===== src/rtl/track_mixer.sv =====
// track_mixer
//   Mixes CHANNELS signed tracks into one signed sample per sample strobe.
//   Each accepted sample_tick issues a one-cycle mrd read pulse to the mix
//   FIFOs. The mixer then waits two cycles of FIFO read latency and
//   accumulates one gain-scaled channel per cycle. It finishes by emitting
//   dout together with a one-cycle dout_valid pulse.
//
// Build option:
//   TRACK_MIXER_SATURATE_EN - clamp the result to the WORD_WIDTH signed
//                             range. When undefined, the result wraps.
//
// Ports:
//   clk, rst     - clock, synchronous active-high reset
//   enable       - mixing active; dropping it aborts the current sample
//   sample_tick  - one-cycle sample-rate strobe
//   mdout        - per-channel FIFO outputs, channel k at [k*WORD_WIDTH +: WORD_WIDTH]
//   mrd          - FIFO read request, high for exactly one cycle per sample
//   gains        - per-channel unsigned gain, 2^(GAIN_WIDTH-1) = unity
//   mute         - bit k forces channel k's contribution to zero
//   dout         - mixed sample, held between updates
//   dout_valid   - one-cycle pulse when dout updates
//   busy         - FSM is not idle
//   overrun      - sticky: a tick arrived while busy; cleared by rst or enable=0
module track_mixer #(
    parameter int WORD_WIDTH = 16,
    parameter int CHANNELS   = 4,
    parameter int GAIN_WIDTH = 8
) (
    input  logic                           clk,
    input  logic                           rst,
    input  logic                           enable,
    input  logic                           sample_tick,
    input  logic [CHANNELS*WORD_WIDTH-1:0] mdout,
    output logic                           mrd,
    input  logic [CHANNELS*GAIN_WIDTH-1:0] gains,
    input  logic [CHANNELS-1:0]            mute,
    output logic [WORD_WIDTH-1:0]          dout,
    output logic                           dout_valid,
    output logic                           busy,
    output logic                           overrun
);

    localparam int PROD_W = WORD_WIDTH + GAIN_WIDTH + 1;
    localparam int ACC_W  = WORD_WIDTH + GAIN_WIDTH + $clog2(CHANNELS) + 1;
    localparam int IDX_W  = (CHANNELS > 1) ? $clog2(CHANNELS) : 1;
    localparam logic [IDX_W-1:0] LAST_IDX = IDX_W'(CHANNELS - 1);

    typedef enum logic [2:0] {
        IDLE,
        REQ,
        WAIT1,
        WAIT2,
        ACCUM,
        OUT
    } state_t;

    state_t state, state_next;

    logic        [IDX_W-1:0]      idx;
    logic signed [ACC_W-1:0]      acc;
    logic        [GAIN_WIDTH-1:0] gain_sh [CHANNELS];
    logic        [CHANNELS-1:0]   mute_sh;

    logic signed [WORD_WIDTH-1:0] samp [CHANNELS];
    logic signed [PROD_W-1:0]     prod;
    logic signed [ACC_W-1:0]      sum;
    logic signed [ACC_W-1:0]      shifted;
    logic        [WORD_WIDTH-1:0] result;

    // Next-state logic; dropping enable returns to IDLE from any state.
    always_comb begin
        state_next = state;
        if (!enable) begin
            state_next = IDLE;
        end else begin
            case (state)
                IDLE:    if (sample_tick) state_next = REQ;
                REQ:     state_next = WAIT1;
                WAIT1:   state_next = WAIT2;
                WAIT2:   state_next = ACCUM;
                ACCUM:   if (idx == LAST_IDX) state_next = OUT;
                OUT:     state_next = IDLE;
                default: state_next = IDLE;
            endcase
        end
    end

    assign mrd  = (state == REQ);
    assign busy = (state != IDLE);

    always_comb begin
        for (int unsigned k = 0; k < CHANNELS; k++) begin
            samp[k] = mdout[k*WORD_WIDTH +: WORD_WIDTH];
        end
    end

    // Gain is zero-extended by one bit so it multiplies as a non-negative signed value.
    always_comb begin
        prod = '0;
        if (!mute_sh[idx]) begin
            prod = PROD_W'(samp[idx]) * PROD_W'($signed({1'b0, gain_sh[idx]}));
        end
    end

    // The final channel's sum feeds the result directly, so dout is ready in OUT.
    assign sum     = acc + ACC_W'(prod);
    assign shifted = sum >>> (GAIN_WIDTH - 1);

`ifdef TRACK_MIXER_SATURATE_EN
    localparam logic signed [ACC_W-1:0] SAT_MAX =
        {{(ACC_W-WORD_WIDTH+1){1'b0}}, {(WORD_WIDTH-1){1'b1}}};
    localparam logic signed [ACC_W-1:0] SAT_MIN =
        {{(ACC_W-WORD_WIDTH+1){1'b1}}, {(WORD_WIDTH-1){1'b0}}};

    always_comb begin
        result = shifted[WORD_WIDTH-1:0];
        if (shifted > SAT_MAX) begin
            result = SAT_MAX[WORD_WIDTH-1:0];
        end else if (shifted < SAT_MIN) begin
            result = SAT_MIN[WORD_WIDTH-1:0];
        end
    end
`else
    assign result = shifted[WORD_WIDTH-1:0];
`endif

    always_ff @(posedge clk) begin
        if (rst) begin
            state      <= IDLE;
            idx        <= '0;
            acc        <= '0;
            mute_sh    <= '0;
            dout       <= '0;
            dout_valid <= 1'b0;
            overrun    <= 1'b0;
            for (int unsigned k = 0; k < CHANNELS; k++) begin
                gain_sh[k] <= '0;
            end
        end else begin
            state      <= state_next;
            dout_valid <= 1'b0;

            if (!enable) begin
                overrun <= 1'b0;
            end else if (sample_tick && (state != IDLE)) begin
                overrun <= 1'b1;
            end

            case (state)
                IDLE: begin
                    if (enable && sample_tick) begin
                        acc     <= '0;
                        idx     <= '0;
                        mute_sh <= mute;
                        for (int unsigned k = 0; k < CHANNELS; k++) begin
                            gain_sh[k] <= gains[k*GAIN_WIDTH +: GAIN_WIDTH];
                        end
                    end
                end
                ACCUM: begin
                    if (enable) begin
                        acc <= sum;
                        idx <= idx + 1'b1;
                        if (idx == LAST_IDX) begin
                            dout       <= result;
                            dout_valid <= 1'b1;
                        end
                    end
                end
                default: ;
            endcase
        end
    end

endmodule


===== config.mk =====
export PLATFORM = sky130hd
export DESIGN_NAME = track_mixer
export DESIGN_NICKNAME = d
export VERILOG_FILES = /design/src/rtl/track_mixer.sv
export SDC_FILE = /design/constraint.sdc
export NUM_CORES = 1
export LEC_CHECK = 0
export ABC_AREA = 1
export CAP_MARGIN = 5
export CORE_ASPECT_RATIO = 0.75
export CORE_UTILIZATION = 58
export DETAILED_ROUTE_END_ITERATION = 12
export PLACE_DENSITY_LB_ADDON = 0.08
export SETUP_SLACK_MARGIN = 0.2
export SLEW_MARGIN = 30
export SYNTH_ARGS = -nofsm -noshare
export SYNTH_HDL_FRONTEND = slang
export SYNTH_SLANG_ARGS = --single-unit

===== constraint.sdc =====
create_clock -name clk -period 7.6 [get_ports clk]
set_input_delay 0.76 -clock clk [delete_from_list [all_inputs] [get_ports clk]]
set_output_delay 0.76 -clock clk [all_outputs]
set_load 0.1 [all_outputs]

==> results.md, run 1 <==
- Post CTS Setup Buffer Count: 0
- Period minus WS final: 6.95 ns
- Worst r2r src: idx[0]
- DRC: 0
- Min-Delay Path Depth: 2
- Initial DRT Pass Iterations: 6
- Fraction of registers with async set/reset: 0
- Synth warn: 0
- I/O Buffers: 123
- Clock sinks: 84
- Number of global-route vias before repair: 9,224
- Synth cell types: 63
- Slew HR: 0.349
- CP max stage cell: fa_1
- Pin count of the biggest net entering global routing: 37
- Slack of the critical path: 0.650 ns
- EDFF count, synth: 32
- Worst R2R End: dout[13]
- DP Worst Slack: 0.0576 ns
- # hold bufs at CTS: 0
- Die ar.: between 15,000 and 20,000 µm²
- WL/cell: ~16 µm
- Mapped Area: 10,000 µm²
- # resized after CTS: 0
- Placed cell area: 11,500 µm²
- CTS tree: done
- Total grt overflow: 0
- Die width: 154 µm
- Final TNS setup: 0 ns
- Sw frac: 0.505
- Main synth FF type: dfxtp_1
- Diodes inserted: 0
- Worst Skew: 0.0104 ns
- Net Count, Synth: 1,647
- CP arrival: between 7 and 8 ns
- Vias: 9,282
- CTS max path bufs: 2
- Vias per cell: between 5 and 6
- NetSw: 1.46 mW
- Hpwl dp: 21,600 µm
- P_int: 1.43 mW
- Count leader, synth: nand2_1
- Sequential Power Share: 0.168
- Peak VDD IR: 0.126 mV
- CTS Buf Count: 9
- Final GP Congestion: 0.957
- Hold Crit Start: acc[6]
- Core Region: 16,900 µm²
- Maxcap violations: 0
- Max incr delay on CP: 0.56 ns
- Min-delay worst type: flop to flop
- Cell accounting for the most synthesized area: fa_1
- Fmax: approximately 0.14 GHz
- Clk_lat worst skew: 0.35 ns
- Clock transition at path regs: roughly 0.070 ns
- Nets: 1,769
- Worst Setup End Kind: flop
- Final WL: 26,800 µm
- Layout cell share with drive strength beyond 1: 0.0785
- Number of synthesized register bits: 84
- Slew at the pin closest to its max-slew limit: 0.974 ns
- Unrepaired setup endpoints after global routing: false
- Mean Syn Cell Area: 7.29 µm²
- Commonest cells post-synth: 328 x nand2_1, 278 x inv_1, 150 x nor2_1
- CTS Root Buffer Type: clkbuf_16
- Sequential area share after synthesis: 0.200
- Final setup viols: 0
- Syn Inst Count: 1,377
- Critical Path RT: 7.84 ns
- Gate power share: 0.662
- Synth top area share: 0.196
- DR iter-0 viols: 730
- Fin. max-slew vios: 0
- I/O pin count: approximately 120
- Die H: 116 µm
- Post-DRT Antenna Nets: 0
- Power Dens Cells: around 240 nW/µm²
- Worst R2R Path Depth: 33
- Final hold violations: 0
- Crit Path Max Fanout: 7
- GRT Util Overall: 0.320
- Clock power frac: 0.170
- Hold worst-path end: acc[6]
- Final worst-path cycle share: 0.915
- Row Count: 41
- Initial antenna violation count: 0
- Leakage: 6.07 nW
- Synth-to-layout area growth: 18.2%
- CP Launch Type: input pin
- Htree depth: 3
- First-pass GRT wire length: 44,900 µm
- Status: finished clean
- Synth area leaders: fa_1 20%, nand2_1 12%, inv_1 10%
- CP most frequent cell: nand2_1
- Post-route cell area: 11,900 µm²
- Reg2reg setup slack: 0.72 ns
- Util after Layout: 0.703
- Crit path kind: input pin to flop
- Fillers: 1,403
- Starting density of the core: 0.595
==> sequential cells by signal (all words and copies together) (netlist names), named ones only <==
signal / flops
mute_sh: 4
dout: 16
dout_valid: 1
idx: 2
gain_sh: 32
overrun: 1
acc: 23
state: 3
==> metal layers <==
| metal | track usage | wire [µm] | share of wire | vias up |
|---|---|---|---|---|
| met5 | 0 | 0 | 0 | - |
| met4 | 0.0607 | 191 | 0.0071 | 0 |
| met3 | 0.0647 | 2360 | 0.088 | 23 |
| met2 | 0.496 | 11400 | 0.43 | 351 |
| met1 | 0.467 | 12800 | 0.48 | 4351 |
| li1 | - | - | - | 4557 |
==> kinds of logic after synthesis <==
group | count (synthesis) | synth area share
simple gates | 585 | 0.246
buf+inv | 328 | 0.130
compound gates | 201 | 0.133
fa+ha+maj | 166 | 0.280
flops | 84 | 0.200
xor+xnor | 13 | 0.0113
==> cell usage in the layout, fill, tap and decap left out, types with 3 or more instances in the layout <==
| cell type | instances |
|---|---|
| a21o_1 | 4 |
| a21oi_1 | 94 |
| a21oi_2 | 5 |
| a32oi_1 | 15 |
| a32oi_2 | 6 |
| buf_4 | 22 |
| clkbuf_16 | 9 |
| clkdlybuf4s50_1 | 123 |
| dfxtp_1 | 51 |
| edfxtp_1 | 32 |
| fa_1 | 97 |
| ha_1 | 68 |
| inv_1 | 278 |
| inv_2 | 12 |
| nand2_1 | 327 |
| nand2_2 | 15 |
| nand3_1 | 41 |
| nand3_2 | 6 |
| nand3b_1 | 7 |
| nand4_1 | 12 |
| nor2_1 | 149 |
| nor2_2 | 11 |
| nor3_1 | 4 |
| o211ai_1 | 12 |
| o21ai_0 | 31 |
| o21ai_1 | 3 |
| o21ai_2 | 5 |
| o21bai_1 | 7 |
| xnor2_1 | 8 |
| xor2_1 | 5 |
==> final cells by class <==
| type | count | area, µm² | area share |
|---|---|---|---|
| clock buffers | 10 | 229 | 0.0193 |
| clock inverters | 6 | 95.1 | 0.00802 |
| inverters | 294 | 1110 | 0.0940 |
| multi-input cells | 965 | 6750 | 0.569 |
| flip-flops and latches | 84 | 2000 | 0.169 |
| well taps | 215 | 269 | 0.0227 |
| repair buffers | 145 | 1400 | 0.118 |
==> stage by stage <==
stage | std cells | hold slack, ns | power, mW
finish | 1719 | 0.470 | 2.89
detailed placement | 1703 | 0.462 | 2.36
CTS | 1719 | 0.471 | 2.86
floorplan | 1377 | 0.445 | 1.87
global placement | 1703 | 0.456 | 2.35
global route | 1719 | 0.485 | 3.14
==> power groups by stage <==
stage / logic [mW] / registers, mW / clock network, mW
final: 1.92 / 0.486 / 0.491
after global routing: 2.14 / 0.487 / 0.514
after CTS: 1.88 / 0.486 / 0.498
after detailed placement: 1.86 / 0.496 / 0
after global placement: 1.85 / 0.496 / 0
after floorplan: 1.37 / 0.497 / 0
==> critical path: cells and delay by family <==
kind            cells  cell delay [ns]
fa+ha+maj           6             2.82
simple gates       14             1.57
compound gates      6             0.99
buf+inv             6             0.85
xor+xnor            1             0.18
==> worst max path at each step <==
stage          startpoint  endpoint  slack (ns)  cells past startpoint
6_report        mdout[21]  dout[13]        0.65                     33
5_1_grt         mdout[47]  dout[15]        0.18                     36
4_1_cts         mdout[15]  dout[15]        0.43                     36
3_5_place_dp    mdout[15]  dout[15]        0.06                     36
3_3_place_gp    mdout[15]  dout[15]        0.23                     36
2_1_floorplan   mdout[21]  dout[14]        1.44                     32
Power figures use the tool's default switching activity.
==> run 2: changes to the inputs <==
Settings changed: PLACE_DENSITY from default to 0.83, PLACE_DENSITY_LB_ADDON 0.08 to default.
==> run 2 against run 1 <==
  * Setup slack better by 0.0019 ns
  * Critical path type unchanged
  * Fmax barely moved
  * Register-to-register slack better by 0.04 ns
==> results.md, run 2 (synthesis gave the netlist of run 1 again) <==
- CP arrival: 7.18 ns (was 7.19 ns)
- Max reg flops: 32 (unchanged)
- Die ar.: 17,800 µm² (unchanged)
- WP buf/inv: 9 (was 6)
- Pin count of the biggest net entering global routing: 38 (was 37)
- Maxcap violations: 0 (unchanged)
- Final worst-path cycle share: 0.914 (was 0.915)
- Power Dens Cells: 243 nW/µm² (was 244 nW/µm²)
- Crit Path Max Fanout: 6 (was 7)
- Worst Setup End Kind: flop (unchanged)
- Synth-to-layout area growth: 17.7% (was 18.2%)
- Unrepaired setup endpoints after global routing: false (unchanged)
- Min-delay worst type: flop to flop (unchanged)
- GRT Util Overall: 0.308 (was 0.320)
- Layout cell share with drive strength beyond 1: 0.0774 (was 0.0785)
- Slack of the critical path: 0.651 ns (was 0.650 ns)
- Status: finished clean (unchanged)
- Core Region: 16,900 µm² (unchanged)
- DRC: 0 (unchanged)
- Final hold violations: 0 (unchanged)
- CTS tree: done (unchanged)
- CP max stage cell: fa_2 (was fa_1)
- Critical Path RT: 7.83 ns (was 7.84 ns)
- Vias: 9,370 (was 9,282)
- WL/cell: 15.1 µm (was 15.6 µm)
- Max incr delay on CP: 0.66 ns (was 0.56 ns)
- Starting density of the core: 0.595 (unchanged)
- Final TNS setup: 0 ns (unchanged)
- Final WL: 25,900 µm (was 26,800 µm)
- Multi-input gate area: 6780 µm² (was 6750 µm²)
- CTS Root Buffer Type: clkbuf_16 (unchanged)
- Biggest regs: gain_sh x32, acc x23, dout x16 (unchanged)
- Peak VDD IR: 0.179 mV (was 0.126 mV)
- Period minus WS final: 6.95 ns (about the same)
- I/O Buffers: 123 (unchanged)
- Total grt overflow: 0 (unchanged)
- Slew HR: 0.344 (was 0.349)
- DP Worst Slack: 0.127 ns (was 0.0576 ns)
- Number of global-route vias before repair: 9,217 (was 9,224)
- Fin. max-slew vios: 0 (unchanged)
- Crit path kind: input pin to flop (unchanged)
- Most frequent cells in the layout: 326 x nand2_1, 278 x inv_1, 149 x nor2_1 (was 327 x nand2_1, 278 x inv_1, 149 x nor2_1)
- Slew at the pin closest to its max-slew limit: 0.981 ns (was 0.974 ns)
- Clock sinks: 84 (unchanged)
- Post-DRT Antenna Nets: 0 (unchanged)
- Fmax: 0.144 GHz (about the same)
- DR iter-0 viols: 678 (was 730)
- Total area of sequential cells: 2000 µm² (unchanged)
- Diodes inserted: 0 (unchanged)
- CP Launch Type: input pin (unchanged)
- I/O pin count: 124 (unchanged)
- Die H: 116 µm (unchanged)
- Final GP Congestion: 1.00 (was 0.957)
- Row Count: 41 (unchanged)
- # hold bufs at CTS: 0 (unchanged)
- Leakage: 6.04 nW (was 6.07 nW)
- Vias per cell: 5.47 (was 5.40)
- Clk_lat worst skew: 0.35 ns (about the same)
- Hpwl dp: 20,700 µm (was 21,600 µm)
- Initial antenna violation count: 0 (unchanged)
- Die width: 154 µm (unchanged)
- Post CTS Setup Buffer Count: 0 (unchanged)
- Final setup viols: 0 (unchanged)
- Worst Skew: 0.0123 ns (was 0.0104 ns)
- Htree depth: 3 (unchanged)
- Nets: 1,764 (was 1,769)
- CP most frequent cell: inv_1 (was nand2_1)
- Most common cell after layout, fill and taps aside: nand2_1 (unchanged)
- Initial DRT Pass Iterations: 5 (was 6)
- Family with the most delay on the worst path: adder cells (unchanged)
- CTS max path bufs: 2 (unchanged)
- Util after Layout: 0.700 (was 0.703)
- First-pass GRT wire length: 43,700 µm (was 44,900 µm)
- Clock transition at path regs: 0.07 ns (about the same)
- CTS Buf Count: 9 (unchanged)
- Biggest register: gain_sh (unchanged)
- Fillers: 1,360 (was 1,403)
==> run 2: cell count changes in the layout (fill, tap and decap cells not counted), sizes merged <==
cell,before,now
bufinv,2,0
clkinvlp,2,0
clkdlybuf4s50,123,122
inv,295,296
clkinv,1,4
buf,22,18
==> run 2: layout make-up <==
class | instances | area share
inverter | 294 | 0.0946
multi-input combinational | 965 | 0.574
timing repair buffer | 140 | 0.115
sequential | 84 | 0.170
clock inverter | 6 | 0.00487
clock buffer | 10 | 0.0194
tap | 215 | 0.0228
==> run 2: report_power, final <==
| part | switching, mW | internal [mW] | leakage, nW |
|---|---|---|---|
| registers | 0.00466 | 0.481 | 0.759 |
| clock network | 0.197 | 0.229 | 0.141 |
| logic | 1.30 | 0.660 | 5.14 |
==> run 2: path summary, 6_finish.rpt <==
path                                 from        to  slack (ns)  cells after the start
worst max-delay path            mdout[15]  dout[13]        0.65                     32
worst min-delay path               acc[5]    acc[5]        0.47                      2
worst min register to register     acc[5]    acc[5]        0.47                      2
worst max register to register       flop  dout[13]        0.76                     30
==> run 2: metal layers <==
metal	wire, µm	track usage
met1	11600	0.414
met2	11300	0.491
met3	2370	0.0755
met4	619	0.102
met5	0	0
==> run 2: per-stage QoR <==
stage	power [mW]	cell area (µm²)	cells	hold slack, ns
after floorplan	1.87	10000	1377	0.445
after global placement	2.37	11500	1698	0.456
after detailed placement	2.38	11500	1698	0.463
after CTS	2.82	11800	1714	0.473
after global routing	3.14	11800	1714	0.492
final	2.87	11800	1714	0.473
==> run 2: worst register-to-register path, delay by kind of cell, from the launching register on <==
kind | cells | cell delay [ns]
compound gates | 3 | 0.50
xor+xnor | 1 | 0.19
fa+ha+maj | 6 | 2.92
buf+inv | 8 | 0.84
flops | 1 | 0.58
simple gates | 12 | 1.69
==> run 2: timing repair <==
action | CTS | global route
setup endpoints to repair | 0 | 14
resized for setup | 0 | 13
endpoints found under the hold margin | 0 | 0
